[config.mk]
export PLATFORM = sky130hd
export DESIGN_NAME = mul_seq
export DESIGN_NICKNAME = d
export VERILOG_FILES = /design/src/rtl/mul_seq.sv
export SDC_FILE = /design/constraint.sdc
export NUM_CORES = 1
export LEC_CHECK = 0
export ABC_AREA = 1
export CAP_MARGIN = 20
export CORE_UTILIZATION = 60
export CTS_CLUSTER_SIZE = 30
export DETAILED_ROUTE_END_ITERATION = 8
export PLACE_DENSITY = 0.94
export SYNTH_ARGS = -nofsm -noshare
export SYNTH_HDL_FRONTEND = slang
export SYNTH_SLANG_ARGS = --single-unit
[constraint.sdc]
create_clock -name clk -period 8.2 [get_ports clk]
set_input_delay 2.46 -clock clk [delete_from_list [all_inputs] [get_ports clk]]
set_output_delay 2.46 -clock clk [all_outputs]
set_load 0.005 [all_outputs]
[src/rtl/mul_seq.sv]
// mul_seq: sequential shift-and-add multiplier producing a 2*BITS product.
// A single shared adder_n performs sign correction, accumulation and negation.

module adder_n #(
   parameter int BITS = 32
) (
   input  logic [BITS-1:0] a,
   input  logic [BITS-1:0] b,
   input  logic            cin,
   output logic [BITS-1:0] sum,
   output logic            cout
);

   // Full-width add with carry-in and carry-out
   always_comb begin
      {cout, sum} = {1'b0, a} + {1'b0, b} + {{BITS{1'b0}}, cin};
   end

endmodule

module mul_seq #(
   parameter int BITS = 32
) (
   input  logic            clk,
   input  logic            rst_n,
   input  logic            start,
   input  logic            is_signed,
   input  logic [BITS-1:0] a,
   input  logic [BITS-1:0] b,
   output logic            busy,
   output logic            done,
   output logic [BITS-1:0] prod_hi,
   output logic [BITS-1:0] prod_lo
);

   localparam int CW = (BITS > 1) ? $clog2(BITS) : 1;
   localparam logic [CW-1:0] LAST = CW'(BITS - 1);

   typedef enum logic [2:0] {
      S_IDLE,
      S_ABS_A,
      S_ABS_B,
      S_RUN,
      S_NEG_LO,
      S_NEG_HI,
      S_DONE
   } state_t;

   state_t          state;
   logic [BITS-1:0] mcand;
   logic [BITS-1:0] hi;
   logic [BITS-1:0] lo;
   logic [CW-1:0]   count;
   logic            neg;
   logic            sgn;
   logic            c_save;

   logic [BITS-1:0] add_a;
   logic [BITS-1:0] add_b;
   logic            add_cin;
   logic [BITS-1:0] add_sum;
   logic            add_cout;

   adder_n #(.BITS(BITS)) u_add (
      .a    (add_a),
      .b    (add_b),
      .cin  (add_cin),
      .sum  (add_sum),
      .cout (add_cout)
   );

   // Route the shared adder inputs according to the current state
   always_comb begin
      add_a   = '0;
      add_b   = '0;
      add_cin = 1'b0;
      case (state)
         S_ABS_A: begin
            add_a   = ~mcand;
            add_cin = 1'b1;
         end
         S_ABS_B: begin
            add_a   = ~lo;
            add_cin = 1'b1;
         end
         S_RUN: begin
            add_a = hi;
            add_b = lo[0] ? mcand : '0;
         end
         S_NEG_LO: begin
            add_a   = ~lo;
            add_cin = 1'b1;
         end
         S_NEG_HI: begin
            add_a   = ~hi;
            add_cin = c_save;
         end
         default: ;
      endcase
   end

   // Controller and datapath registers; busy/done are registered alongside
   // the state so they always reflect the state being entered.
   always_ff @(posedge clk or negedge rst_n) begin
      if (!rst_n) begin
         state  <= S_IDLE;
         mcand  <= '0;
         hi     <= '0;
         lo     <= '0;
         count  <= '0;
         neg    <= 1'b0;
         sgn    <= 1'b0;
         c_save <= 1'b0;
         busy   <= 1'b0;
         done   <= 1'b0;
      end else begin
         busy <= 1'b0;
         done <= 1'b0;
         case (state)
            S_IDLE, S_DONE: begin
               if (start) begin
                  mcand <= a;
                  lo    <= b;
                  hi    <= '0;
                  count <= '0;
                  sgn   <= is_signed;
                  neg   <= is_signed & (a[BITS-1] ^ b[BITS-1]);
                  state <= is_signed ? S_ABS_A : S_RUN;
                  busy  <= 1'b1;
               end else begin
                  state <= S_IDLE;
               end
            end
            S_ABS_A: begin
               if (mcand[BITS-1]) mcand <= add_sum;
               state <= S_ABS_B;
               busy  <= 1'b1;
            end
            S_ABS_B: begin
               if (lo[BITS-1]) lo <= add_sum;
               state <= S_RUN;
               busy  <= 1'b1;
            end
            S_RUN: begin
               {hi, lo} <= {add_cout, add_sum, lo[BITS-1:1]};
               count    <= count + CW'(1);
               if (count == LAST) begin
                  if (sgn) begin
                     state <= S_NEG_LO;
                     busy  <= 1'b1;
                  end else begin
                     state <= S_DONE;
                     done  <= 1'b1;
                  end
               end else begin
                  busy <= 1'b1;
               end
            end
            S_NEG_LO: begin
               if (neg) begin
                  lo     <= add_sum;
                  c_save <= add_cout;
               end else begin
                  c_save <= 1'b0;
               end
               state <= S_NEG_HI;
               busy  <= 1'b1;
            end
            S_NEG_HI: begin
               if (neg) hi <= add_sum;
               state <= S_DONE;
               done  <= 1'b1;
            end
            default: state <= S_IDLE;
         endcase
      end
   end

   assign prod_hi = hi;
   assign prod_lo = lo;

endmodule

==> impl_metrics.json, run 1 <==
{
  "place_ws_ns": 3.43,
  "fmax_mhz": 215,
  "top_layer": "met4",
  "p_sw_share_pct": 52.5,
  "drtAntennaViolNets": 0,
  "power.density_mw_per_mm2": 417,
  "skew_ns": 0.0113,
  "io_pins": 134,
  "min_from": "count[4]$_DFFE_PN0P_",
  "grt_max_degree": 62,
  "synth_top_family_by_area": "simple AND/OR/NAND/NOR gates",
  "drv_slew": 0,
  "die_y_um": 124,
  "r2r-end": "prod_hi[13]$_DFFE_PN0P_",
  "p_leak_nw": 5.43,
  "comb_power_share_pct": 67.0,
  "syn_inst": 1397,
  "antenna_cells": 0,
  "path_cells": "nand2_1, nor2_2, buf_4, inv_1, buf_4, o21ai_0, a21oi_1, o21ai_0, fa_1, fa_1, nand3_1, nand3_1, nand2_1, nand2_1, nand2_1, nand2_1, or2_2, nand3_1, nand2_1, nand2_1, o21ai_0",
  "worstPathMaxFanout": 38,
  "worstPathRequired_ns": 8.43,
  "multiInputGateArea_mm2": 0.00510,
  "drive_gt1_share_pct": 3.39,
  "path_common_cell": "nand2_1",
  "placementRows": 44,
  "cts_max_level": 3,
  "final-seq-area_mm2": 0.00273,
  "drc_errors": 0,
  "post_drt_wl_per_cell_um": 17.3,
  "final-hold-violation-count": 0,
  "hold_depth": 1,
  "synth-xor-area-share_pct": 1.48,
  "synth_top_area_share_pct": 30.8,
  "cts_tree": "built",
  "r2r_cells": 21,
  "fin_util_pct": 73.0,
  "synthTopCellsByArea": "dfrtp_1, nand2_1, inv_1, nand3_1, nor2_1",
  "grt_usage_pct": 39.2,
  "postCtsSetupRepairBufs": 0,
  "postCtsHoldBufs": 0,
  "ys_seq_elements": 109,
  "hold_class": "flip-flop to flip-flop",
  "dr.pass1.iters": 6,
  "initial_core_util_pct": 61.2,
  "maxCapViolCount": 0,
  "vdd_drop_max_mv": 0.276,
  "layout_common_cells": "nand2_1, inv_1, clkdlybuf4s50_1",
  "reg2reg_slack_ns": 3.55,
  "dr_wl_met2_mm": 13.4,
  "synth_fp_nets": 1501,
  "ys_types": 45,
  "die-area_mm2": 0.0153,
  "worst_skew_pair.late_latency_ns": 0.36,
  "rsz0062_at_grt": "no",
  "syn_area_mm2": 0.00886,
  "postRouteWirelength_mm": 29.2,
  "yosysSeqAreaShare_pct": 30.8,
  "synthToLayoutAreaGrowth_pct": 19.3,
  "timing_worst_setup_path_type": "flip-flop to flip-flop",
  "vias": 10000,
  "cpMaxStageDelayCell": "fa_1",
  "crit_family": "simple AND/OR/NAND/NOR gates",
  "port_buffers": 133,
  "ys_async_sr_fraction_pct": 100,
  "p_clk_share_pct": 9.9,
  "arrival_ns": 4.87,
  "fp.dieW_um": 124,
  "clockRootBuffer": "clkbuf_16",
  "hold_end": "count[4]$_DFFE_PN0P_",
  "antenna_found_initial": 0,
  "final_area_mm2": 0.0106,
  "crit_path_end_kind": "flip-flop",
  "setup_violations": 0,
  "gp_congestion": 0.962,
  "p_int_mw": 2.09,
  "status": "completed",
  "synth_edf_count": 0,
  "timing_worst_slew_pin_value_ns": 0.949,
  "placed_cell_area_mm2": 0.0103,
  "final_nets": 1602,
  "cts_buffers": 9,
  "period_share_pct": 56.7,
  "routedLengthMet1_mm": 11.7,
  "yosysTopAreaCell": "dfrtp_1",
  "drtIter0Drc": 1186,
  "core-area_mm2": 0.0145,
  "final_common_cell": "nand2_1",
  "cts_buffer_depth": 2,
  "viasPerCell": 5.93,
  "yosys.area_share.adder_pct": 5.25,
  "crit_path_start_kind": "flip-flop",
  "max_stage_delay_ns": 0.53,
  "overflow": 0,
  "slew_headroom_pct": 36.7,
  "syn_avg_cell_area_um2": 6.34,
  "wl_met3_mm": 3.11,
  "synth_mux_area_share_pct": 0,
  "synthFlopType": "dfrtp_1",
  "synth-simple-area-share_pct": 32.2,
  "fill_cells": 1156,
  "fin_ws_ns": 3.55,
  "synth-compound-area-share_pct": 18.4,
  "switchingPower_mw": 2.32,
  "period_minus_slack_ns": 4.65,
  "grt_first_pass_wirelength_mm": 46.0,
  "clk_pin_slew_ns": 0.08,
  "postCtsResizedCells": 0,
  "r2r-start": "state[0]$_DFFE_PN0P_",
  "dp_hpwl_mm": 20.7,
  "seq_power_share_pct": 23.1,
  "path_buf_inv": 3,
  "fin_tns_setup_ns": 0,
  "cts_sinks": 109,
  "yosysWarnings": 0,
  "grt_pass1_vias": 9292
}
-- power by group through the flow --
stage	combinational [mW]	clock (mW)	sequential (mW)
2_1_floorplan	1.94	0	0.976
3_3_place_gp	2.73	0	1.01
6_report	2.95	0.437	1.02
4_1_cts	2.87	0.437	1.01
3_5_place_dp	2.84	0	1.02
5_1_grt	3.23	0.460	1.04
-- registers in the layout, summed over array words and instances, names as in the netlist --
register,cells
mcand,32
prod_hi,32
prod_lo,32
count,5
state,3
busy,1
c_save,1
done,1
neg,1
sgn,1
-- synthesized netlist by cell type (4+ instances only) --
cell and number:
a22oi_1 33, dfrtp_1 109, nor3_1 4, o21a_1 4, ha_1 34, a2bb2oi_1 7
a21oi_1 80, a21boi_0 4, nor2_1 119, and2_1 6, xor2_1 13, nand2_1 464
inv_1 203, a211oi_1 22, buf_2 25, inv_2 8, clkbuf_1 19, a21boi_1 8
nand4_1 5, o2111ai_1 8, buf_1 6, o221ai_1 4, nand3_1 92, a31oi_1 9
buf_4 5, o21ai_0 72
-- through the flow --
step,power [mW],std cells,hold slack (ns)
4_1_cts,4.32,1686,0.523
5_1_grt,4.73,1687,0.547
3_3_place_gp,3.74,1670,0.489
3_5_place_dp,3.86,1670,0.502
6_report,4.41,1687,0.530
2_1_floorplan,2.91,1397,0.463
-- routing by layer --
metal | vias to the layer above | global-route usage, %
met1 | 4590 | 51.8
met4 | 0 | 16.7
met3 | 88 | 7.52
met5 | - | 0
met2 | 641 | 62.7
li1 | 4681 | -
-- logic make-up (layout without fill, tap and decap cells) --
family	after synthesis	count (layout)
AO/OA/AOI/OAI	267	267
XOR/XNOR	15	15
flip-flops	109	109
adder cells (fa/ha/maj)	36	36
AND/OR/NAND/NOR	703	703
buffers and inverters	267	373
-- cell type report --
| class | instances | area share (%) |
|---|---|---|
| flip-flops and latches | 109 | 25.8 |
| multi-input cells | 1021 | 48.3 |
| well taps | 184 | 2.18 |
| inverters | 212 | 7.53 |
| clock buffers | 11 | 2.30 |
| repair buffers | 145 | 13.5 |
| clock inverters | 5 | 0.403 |
-- how the worst max path moves through the flow --
stage | depth (start not counted) | startpoint | slack (ns) | to
after CTS | 21 | state[0]$_DFFE_PN0P_ | 3.70 | prod_hi[13]$_DFFE_PN0P_
final | 21 | state[0]$_DFFE_PN0P_ | 3.55 | prod_hi[13]$_DFFE_PN0P_
after global routing | 21 | state[0]$_DFFE_PN0P_ | 3.40 | prod_hi[16]$_DFFE_PN0P_
after floorplan | 18 | state[2]$_DFFE_PN0P_ | 4.77 | prod_lo[16]$_DFFE_PN0P_
after global placement | 8 | start | 3.55 | mcand[15]$_DFFE_PN0P_
after detailed placement | 8 | start | 3.43 | mcand[20]$_DFFE_PN0P_
(Power assumes the default switching activity.)
==> run 2, diff against run 1 <==
--- a/config.mk
+++ b/config.mk
@@ -7,10 +7,10 @@
 export LEC_CHECK = 0
 export ABC_AREA = 1
 export CAP_MARGIN = 20
-export CORE_UTILIZATION = 60
+export CORE_UTILIZATION = 56
 export CTS_CLUSTER_SIZE = 30
 export DETAILED_ROUTE_END_ITERATION = 8
-export PLACE_DENSITY = 0.94
+export PLACE_DENSITY = 0.89
 export SYNTH_ARGS = -nofsm -noshare
 export SYNTH_HDL_FRONTEND = slang
 export SYNTH_SLANG_ARGS = --single-unit
==> constraint.sdc (replaced) <==
create_clock -name clk -period 4.85 [get_ports clk]
set_input_delay 1.455 -clock clk [delete_from_list [all_inputs] [get_ports clk]]
set_output_delay 1.455 -clock clk [all_outputs]
set_load 0.005 [all_outputs]
==> run 2 against run 1 <==
Against the previous run: clock-buffer cell count decreased by 1; sequential share of layout area decreased by 0.23 points; die area increased by 7.0%; critical path depth decreased by 1; hold slack got worse by 0.0045 ns; final area increased by 0.89%; sequential cell count unchanged.
==> impl_metrics.json, run 2 (synthesis results as in run 1) <==
{
  "power.density_mw_per_mm2": 707,
  "port_buffers": 133,
  "met2_usage_pct": 58.4,
  "drc_errors": 0,
  "r2r_cells": 20,
  "arrival_ns": 4.26,
  "vias": 9877,
  "antenna_found_initial": 0,
  "timing_worst_slew_pin_value_ns": 1.02,
  "dr.pass1.iters": 8,
  "hold_depth": 1,
  "io_pins": 134,
  "grt_pass1_vias": 9356,
  "skew_ns": 0.00961,
  "synthToLayoutAreaGrowth_pct": 20.3,
  "busiest_layer": "met2",
  "cts_max_level": 3,
  "fill_cells": 1406,
  "cts_tree": "built",
  "clk_pin_slew_ns": 0.08,
  "final_common_cell": "nand2_1",
  "overflow": 0,
  "drive_gt1_share_pct": 3.78,
  "multiInputGateArea_mm2": 0.00510,
  "final-hold-violation-count": 0,
  "core-area_mm2": 0.0153,
  "cts_buffers": 9,
  "drv_slew": 0,
  "reg2reg_slack_ns": 0.86,
  "fin_ws_ns": 0.855,
  "fmax_mhz": 250,
  "cts_sinks": 109,
  "dp_hpwl_mm": 21.3,
  "postCtsSetupRepairBufs": 0,
  "vdd_drop_max_mv": 0.493,
  "fp.dieW_um": 128,
  "use_met1_pct": 50.5,
  "hold_class": "flip-flop to flip-flop",
  "rsz0062_at_grt": "no",
  "maxCapViolCount": 0,
  "grt_usage_pct": 37.1,
  "place_inst": 1703,
  "status": "completed",
  "place_ws_ns": 0.997,
  "timing_worst_setup_path_type": "flip-flop to flip-flop",
  "clockRootBuffer": "clkbuf_16",
  "postCtsHoldBufs": 0,
  "drtIter0Drc": 862,
  "slew_headroom_pct": 32.2,
  "grt_first_pass_wirelength_mm": 47.2,
  "crit_path_start_kind": "flip-flop",
  "period_minus_slack_ns": 3.99,
  "cts_buffer_depth": 2,
  "antenna_cells": 0,
  "drtAntennaViolNets": 0,
  "worstPathRequired_ns": 5.11,
  "period_share_pct": 82.4,
  "layout_common_cells": "nand2_1, inv_1, clkdlybuf4s50_1",
  "final-seq-area_mm2": 0.00273,
  "grt_util_met3_pct": 6.64,
  "initial_core_util_pct": 57.8,
  "die_y_um": 128,
  "fin_tns_setup_ns": 0,
  "post_drt_wl_per_cell_um": 17.0,
  "fin_cells": 1719,
  "crit_path_end_kind": "flip-flop",
  "p_leak_nw": 5.47,
  "postCtsResizedCells": 0,
  "setup_violations": 0,
  "final_nets": 1607,
  "postRouteWirelength_mm": 29.2,
  "gp_congestion": 0.983,
  "grt_max_degree": 53,
  "viasPerCell": 5.75,
  "placementRows": 45,
  "die-area_mm2": 0.0163,
  "worst_skew_pair.late_latency_ns": 0.37,
  "worstPathMaxFanout": 19
}
==> run 2: cell count changes in the layout (fill, tap and decap cells not counted), sizes merged <==
cell	previous run	this run
buf	13	18
bufinv	0	1
clkbuf	11	10
clkinv	4	3
inv	213	214
==> run 2: area by class of cell <==
class                      instances  share of cell area (%)
multi-input combinational       1021                    47.8
sequential                       109                    25.6
timing repair buffer             150                    13.7
inverter                         212                    7.47
tap                              211                    2.48
clock buffer                      10                    2.24
clock inverter                     6                   0.716
==> run 2: power breakdown <==
part	internal [mW]	total, mW	switching [mW]
combinational	1.82	5.00	3.18
clock	0.425	0.809	0.384
sequential	1.37	1.73	0.360
==> run 2: per-stage QoR <==
stage,utilization (%),area [um^2],power (mW),hold slack (ns)
final,69.6,10700,7.54,0.525
after global routing,69.6,10700,8.09,0.532
after global placement,67.5,10300,6.47,0.478
after floorplan,-,8860,4.93,0.463
after CTS,69.6,10700,7.43,0.520
after detailed placement,67.5,10300,6.60,0.492
==> run 2: worst paths after layout <==
check	start	endpoint
worst min-delay path	count[4]$_DFFE_PN0P_	count[4]$_DFFE_PN0P_
min in group asynchronous	rst_n	prod_lo[11]$_DFFE_PN0P_
worst max-delay path	state[0]$_DFFE_PN0P_	prod_hi[30]$_DFFE_PN0P_
worst max register to register	state[0]$_DFFE_PN0P_	prod_hi[30]$_DFFE_PN0P_
max in group asynchronous	rst_n	mcand[29]$_DFFE_PN0P_
worst min register to register	count[4]$_DFFE_PN0P_	count[4]$_DFFE_PN0P_
==> run 2: critical path: stages, from the launching register on <==
cell and delay, ns:
dfrtp_1 0.43, nand2_1 0.19, nor2_2 0.06, inv_1 0.46, o21ai_0 0.16, a21oi_1 0.14, o21ai_0 0.12, fa_1 0.46
fa_1 0.53, nand3_1 0.12, nand3_1 0.18, nand2_1 0.12, nand2_1 0.08, nand2_1 0.07, nand2_1 0.14, nand2_1 0.17
nand3_1 0.16, nand3_1 0.13, nand2_1 0.06, nand2_1 0.06, nand2_1 0.05
==> run 2: per-layer routing <==
layer | share of wire [%] | routed length [um]
met5 | 0 | 0
met4 | 3.0 | 879
met3 | 10 | 3000
met2 | 45 | 13200
met1 | 42 | 12200
